### src/rtl/stream_minmax.sv
// rtl/stream_minmax.sv - streaming frame min/max reducer with index reporting
// Optional build macro: STREAM_MINMAX_SIGNED_EN (two's-complement compare)
module stream_minmax #(
   parameter int W  = 8,
   parameter int N  = 16,
   parameter int IW = $clog2(N)
) (
   input  logic          clk,
   input  logic          rst,
   input  logic          in_valid,
   output logic          in_ready,
   input  logic [W-1:0]  in_data,
   output logic          out_valid,
   input  logic          out_ready,
   output logic [W-1:0]  out_min,
   output logic [W-1:0]  out_max,
   output logic [IW-1:0] out_min_idx,
   output logic [IW-1:0] out_max_idx
);

   localparam logic [IW-1:0] LAST = IW'(N - 1);

   logic [IW-1:0] cnt;
   logic [W-1:0]  acc_min;
   logic [W-1:0]  acc_max;
   logic [IW-1:0] acc_min_idx;
   logic [IW-1:0] acc_max_idx;

   logic          in_xfer;
   logic          first;
   logic          last;
   logic          less;
   logic          greater;
   logic [W-1:0]  nxt_min;
   logic [W-1:0]  nxt_max;
   logic [IW-1:0] nxt_min_idx;
   logic [IW-1:0] nxt_max_idx;

   // Only the final sample of a frame stalls, and only while a result is still held
   assign in_ready = rst && !((cnt == LAST) && out_valid && !out_ready);
   assign in_xfer  = in_valid && in_ready;
   assign first    = (cnt == '0);
   assign last     = (cnt == LAST);

`ifdef STREAM_MINMAX_SIGNED_EN
   assign less    = $signed(in_data) < $signed(acc_min);
   assign greater = $signed(in_data) > $signed(acc_max);
`else
   assign less    = in_data < acc_min;
   assign greater = in_data > acc_max;
`endif

   // Running extremes including the current sample; strict compares keep the earliest index on ties
   always_comb begin
      nxt_min     = acc_min;
      nxt_max     = acc_max;
      nxt_min_idx = acc_min_idx;
      nxt_max_idx = acc_max_idx;
      if (first) begin
         nxt_min     = in_data;
         nxt_max     = in_data;
         nxt_min_idx = '0;
         nxt_max_idx = '0;
      end else begin
         if (less) begin
            nxt_min     = in_data;
            nxt_min_idx = cnt;
         end
         if (greater) begin
            nxt_max     = in_data;
            nxt_max_idx = cnt;
         end
      end
   end

   // Accumulate samples and hand completed frames to the output registers
   always_ff @(posedge clk) begin
      if (!rst) begin
         cnt         <= '0;
         acc_min     <= '0;
         acc_max     <= '0;
         acc_min_idx <= '0;
         acc_max_idx <= '0;
         out_valid   <= 1'b0;
         out_min     <= '0;
         out_max     <= '0;
         out_min_idx <= '0;
         out_max_idx <= '0;
      end else begin
         if (in_xfer) begin
            acc_min     <= nxt_min;
            acc_max     <= nxt_max;
            acc_min_idx <= nxt_min_idx;
            acc_max_idx <= nxt_max_idx;
            cnt         <= last ? '0 : cnt + 1'b1;
         end
         if (in_xfer && last) begin
            out_min     <= nxt_min;
            out_max     <= nxt_max;
            out_min_idx <= nxt_min_idx;
            out_max_idx <= nxt_max_idx;
            out_valid   <= 1'b1;
         end else if (out_valid && out_ready) begin
            out_valid <= 1'b0;
         end
      end
   end

endmodule

### config.mk
export PLATFORM = sky130hd
export DESIGN_NAME = stream_minmax
export DESIGN_NICKNAME = d
export VERILOG_FILES = /design/src/rtl/stream_minmax.sv
export SDC_FILE = /design/constraint.sdc
export NUM_CORES = 1
export LEC_CHECK = 0
export BUFFER_PORTS_ARGS = -buffer_cell sky130_fd_sc_hd__clkbuf_2
export CORE_ASPECT_RATIO = 0.5
export CORE_MARGIN = 4
export CORE_UTILIZATION = 39
export DETAILED_ROUTE_END_ITERATION = 10
export PLACE_DENSITY_LB_ADDON = 0.12
export SETUP_SLACK_MARGIN = 0.1
export SLEW_MARGIN = 20
export SYNTH_ARGS = -nofsm -noshare
export SYNTH_HDL_FRONTEND = slang
export SYNTH_SLANG_ARGS = --single-unit
### constraint.sdc
create_clock -name clk -period 1.8 [get_ports clk]
set_input_delay 0.18 -clock clk [delete_from_list [all_inputs] [get_ports clk]]
set_output_delay 0.18 -clock clk [all_outputs]
set_load 0.05 [all_outputs]
Yosys cells after proc, flatten, opt, wreduce, memory -nomap -nowiden
Cells that the tools add are included.
- output and inout port bits: 26
- input port bits: 12
- word-level logic and storage cells: 35
- register bits: 53
- equal/unequal tests: 1
- magnitude comparators: 2
- reduce and logical (&&, ||, !) cells: 10
- add/sub/neg operators: 1
- muxes and demuxes: 11
- operators with widths (cell ; number):
    2-to-1 mux 8 bit ; 4
    2-to-1 mux 4 bit ; 5
    > comparator 8 bit ; 1
    < comparator 8 bit ; 1
    logical AND 1 bit ; 6
    adder 4 x 1 -> 4 bit (second input constant) ; 1
    == test 4 bit (second input constant) ; 1
    zero test 4 bit ; 1
    zero test 1 bit ; 2
    2-to-1 mux 1 bit ; 2
    nonzero test 2 bit ; 1

Depth between registers and ports, before layout
- depth after elaboration: 8
- gate-level depth with buffers: 9
- gate-level depth less buffers: 7

Worst setup path after synthesis
OpenSTA, ideal clock, no wires.
- path kind: register -> register
- start point: register acc_max[1]
- end point: register out_max[7]
- stages on the path, launching flop included: 9
- required time: 1721 ps
- period minus slack after synthesis: 1860 ps
- library setup time: 79 ps
- data arrival time: 1781 ps
- path slack: -60 ps
- buffers on the path: 1
- cell sequence: dfxtp_1 > inv_1 > ha_1 > nor2b_1 > o211ai_1 > a211oi_1 > buf_2 > or4_1 > o211ai_1
- longest elaborated chain between the ends: 3
- RTL lines (element ; RTL line ; source):
    from (decl) ; 25 ; logic [W-1:0] acc_max;
    from (signal assigned) ; 92 ; acc_max <= nxt_max;
    > comparator 8 bit ; 50 ; assign greater = in_data > acc_max;
    2-to-1 mux 8 bit ; 69 ; if (greater) begin
    2-to-1 mux 8 bit ; 59 ; if (first) begin
    to (signal assigned) ; 99 ; out_max <= nxt_max;
    to (decl) ; 16 ; output logic [W-1:0] out_max,
No other way between the ends.
A chain may end at the register's enable or synchronous reset.

Worst setup path in the final report
- start point: register acc_max[7]
- end point: register out_max[3]
The elaborated chain is that of the path after synthesis.

==> results.sh <==
export IMPL_fmax_mhz=484
export IMPL_rsz0062_at_grt="yes"
export IMPL_cp_slowest_cell="or4_1"
export IMPL_cp_start_kind="flip-flop"
export IMPL_finalWeightedCongestion=0.939
export IMPL_p_per_area_mw_per_mm2=746
export IMPL_clock_path_buffers=2
export IMPL_fin_util_pct=61.2
export IMPL_core_sq_mm=0.00688
export IMPL_grt_max_degree=40
export IMPL_synthArstFlopShare_pct=0
export IMPL_post_place_ws_ns=-0.213
export IMPL_endpoint_kind="flip-flop"
export IMPL_path_class="reg -> reg"
export IMPL_die_width_microns=129
export IMPL_power_frac_clock_pct=31.6
export IMPL_syn_inst=327
export IMPL_drv_cap=0
export IMPL_gr_usage_all_layers_pct=20.8
export IMPL_hold_viol_final=0
export IMPL_start_util_pct=41.5
export IMPL_reg2reg_setup_slack_ns=-0.27
export IMPL_fin_crit_ns=2.07
export IMPL_grt_pass1_wl_microns=14200
export IMPL_p_total_mw=3.14
export IMPL_hold_depth=3
export IMPL_combPwrFrac_pct=29.0
export IMPL_synth_edff_count=0
export IMPL_worst_pin_slew_ns=0.407
export IMPL_h_tree_depth=2
export IMPL_pin_count=38
export IMPL_drt_iter0_drc=238
export IMPL_antenna_found_initial=0
export IMPL_syn_avg_cell_area_sq_um=8.74
export IMPL_fin_worst_skew_ns=0.00641
export IMPL_num_antenna_cells=0
export IMPL_min_to="acc_min[7]"
export IMPL_route_detailed_drc=0
export IMPL_violations="setup timing"
export IMPL_syn_to_final_growth_pct=47.3
export IMPL_final_nets=454
export IMPL_numCtsBuffers=5
export IMPL_ant_nets=0
export IMPL_worstHoldPathType="in -> reg"
export IMPL_hold_buffers=0
export IMPL_die_area_sq_mm=0.00885
export IMPL_routedWlPerCell_microns=17.3
export IMPL_seqPwrFrac_pct=39.5
export IMPL_vias_per_cell=5.65
export IMPL_worstPathArrival_ns=2.29
export IMPL_via_count=2923
export IMPL_grt_pass1_vias=2791
export IMPL_placementRows=21
export IMPL_leakage_nw=1.73
export IMPL_ys_warnings_count=0
export IMPL_postSynthNetCount=356
export IMPL_clock_sinks=53
export IMPL_slew_headroom_pct=72.8
export IMPL_setup_ws_ns=-0.267
export IMPL_synth_seq_cells=53
export IMPL_path_delay_family="simple AND/OR/NAND/NOR gates"
export IMPL_synthFlopType="dfxtp_1"
export IMPL_syn_cell_area_sq_mm=0.00286
export IMPL_ys_seq_area_share_pct=37.1
export IMPL_hp_start="in_data[7]"
export IMPL_cts_root_buf="clkbuf_16"
export IMPL_ys_types=49
export IMPL_crit_chain="inv_1, ha_4, a21oi_1, o21ai_1, nor2b_2, buf_6, or4_1, o211ai_1"
export IMPL_fin_crit_sh_pct=115
export IMPL_rr_startpoint="acc_max[7]"
export IMPL_p_switching_uw=938
export IMPL_cp_required_ns=2.02
export IMPL_port_buffer_count=37
export IMPL_cp_max_fo=13
export IMPL_hpwlAfterDp_microns=6290
export IMPL_max_stage_delay_ns=0.52
export IMPL_path_clk_slew_ns=0.07
export IMPL_fillers=598
export IMPL_vdd_drop_max_mv=0.390
export IMPL_setup_viol=39
export IMPL_r2r_cells=8
export IMPL_drt_first_pass_iters=5
export IMPL_path_buf_inv=2
export IMPL_gr_total_overflow=0
export IMPL_routed_wl_microns=8940
export IMPL_die_height_microns=68.5
export IMPL_p_int_mw=2.20
export IMPL_drive_gt1_share_pct=42.8
export IMPL_status="complete, but fails checks"
export IMPL_swShare_pct=29.9
export IMPL_slew_viol_final=0
export IMPL_reg2reg_to="out_max[3]"
export IMPL_clkLatencyLatePin_ns=0.30
export IMPL_cts_tree="done"
cells by family (layout without fill, tap and decap cells):
kind of cell	after synthesis	count (layout)	share of synthesized area [%]
compound gates	74	74	21.0
xor+xnor	3	3	0.919
fa+ha+maj	17	17	7.44
buf+inv	49	147	8.27
flops	53	53	37.1
mux	8	8	2.80
simple gates	123	123	22.5
stage by stage:
stage	std cells	setup TNS [ns]	hold slack, ns	cell area, sq um
global route	517	-8.07	0.241	4210
CTS	507	-2.14	0.218	3980
finish	517	-5.31	0.240	4210
floorplan	327	-0.0749	0.326	2910
global placement	493	-4.06	0.442	3580
detailed placement	493	-5.86	0.450	3580
cells in the mapped netlist (2+ instances only):
library cell	count	area [sq um]
a21o_1	2	15.0
mux2i_1	8	80.1
o41a_1	8	90.1
o311ai_0	2	17.5
o21a_1	3	22.5
nand3_1	40	200
clkbuf_1	10	37.5
xnor2_1	2	17.5
buf_2	6	30.0
a31o_2	2	17.5
nand2_1	36	135
buf_4	4	30.0
inv_1	24	90.1
dfxtp_1	53	1060
a21oi_1	8	40.0
ha_1	17	213
nand4_1	16	100
o211ai_1	21	158
o31ai_1	9	67.6
nor2_1	10	37.5
o21ai_0	4	20.0
a32o_1	2	20.0
or4_1	8	60.1
o311ai_1	2	17.5
nand2b_1	2	12.5
buf_6	4	45.0
nor2b_1	2	12.5
sequential cells by signal, indices dropped and copies added (netlist names):
name,count
out_min_idx,4
out_max_idx,4
cnt,4
acc_min_idx,4
out_min,8
acc_max_idx,4
acc_max,8
acc_min,8
out_valid,1
out_max,8
area by class of cell:
type / instances / area (sq um) / share of cell area, %
Clock inverter: 1 / 7.51 / 0.178
Timing Repair Buffer: 116 / 892 / 21.2
Clock buffer: 6 / 139 / 3.30
Tap cell: 92 / 115 / 2.73
Inverter: 24 / 90.1 / 2.14
Multi-Input combinational cell: 225 / 1890 / 45.0
Sequential cell: 53 / 1070 / 25.5
layout by cell type, fill, tap and decap left out, types with 3 or more instances in the layout:
master | synthesis | routed
clkbuf_16 | 0 | 5
buf_4 | 4 | 59
nand3_1 | 40 | 38
dfxtp_2 | 0 | 10
a21oi_1 | 8 | 6
inv_2 | 0 | 6
dfxtp_1 | 53 | 43
ha_1 | 17 | 5
or4_1 | 8 | 8
o41a_1 | 8 | 8
ha_4 | 0 | 12
o211ai_1 | 21 | 21
mux2i_1 | 8 | 8
buf_6 | 4 | 15
nand4_1 | 16 | 16
nand2_1 | 36 | 36
nor2_4 | 0 | 4
buf_12 | 0 | 4
o21ai_1 | 1 | 3
o21a_1 | 3 | 3
o31ai_1 | 9 | 6
clkbuf_2 | 0 | 37
nor2_1 | 10 | 7
inv_1 | 24 | 18
worst max-delay path by stage:
stage / startpoint / end / depth (start not counted)
after global placement: acc_min[7] / acc_min[2] / 7
after floorplan: acc_max[1] / out_max[1] / 8
after CTS: acc_max[3] / out_max[0] / 8
after global routing: acc_max[7] / out_max[3] / 8
final: acc_max[7] / out_max[3] / 8
after detailed placement: in_data[1] / out_max[0] / 9
power groups by stage:
| stage | logic, mW | clock network (mW) | registers [mW] |
|---|---|---|---|
| after floorplan | 0.340 | 0 | 1.26 |
| after global placement | 0.656 | 0 | 1.26 |
| after detailed placement | 0.664 | 0 | 1.26 |
| after CTS | 0.786 | 1.01 | 1.24 |
| after global routing | 0.972 | 1.08 | 1.24 |
| final | 0.910 | 0.991 | 1.24 |
timing repair:
item,in CTS,in global routing
pin swaps,25,25
buffers inserted,8,11
endpoints found under the setup margin,48,48
resized for setup,39,35
worst reg2reg max path: cells and delay by family (launching register included):
family / cells / cell delay [ns]
simple gates: 2 / 0.73
fa+ha+maj: 1 / 0.24
compound gates: 3 / 0.46
buf+inv: 2 / 0.22
flops: 1 / 0.34
layer usage:
layer  global-route usage (%)  wire length, microns
met5                        0                     0
met4                     6.54                   172
met2                     33.0                  3990
met3                     4.38                   561
met1                     28.7                  4220
Power figures use the tool's default switching activity.
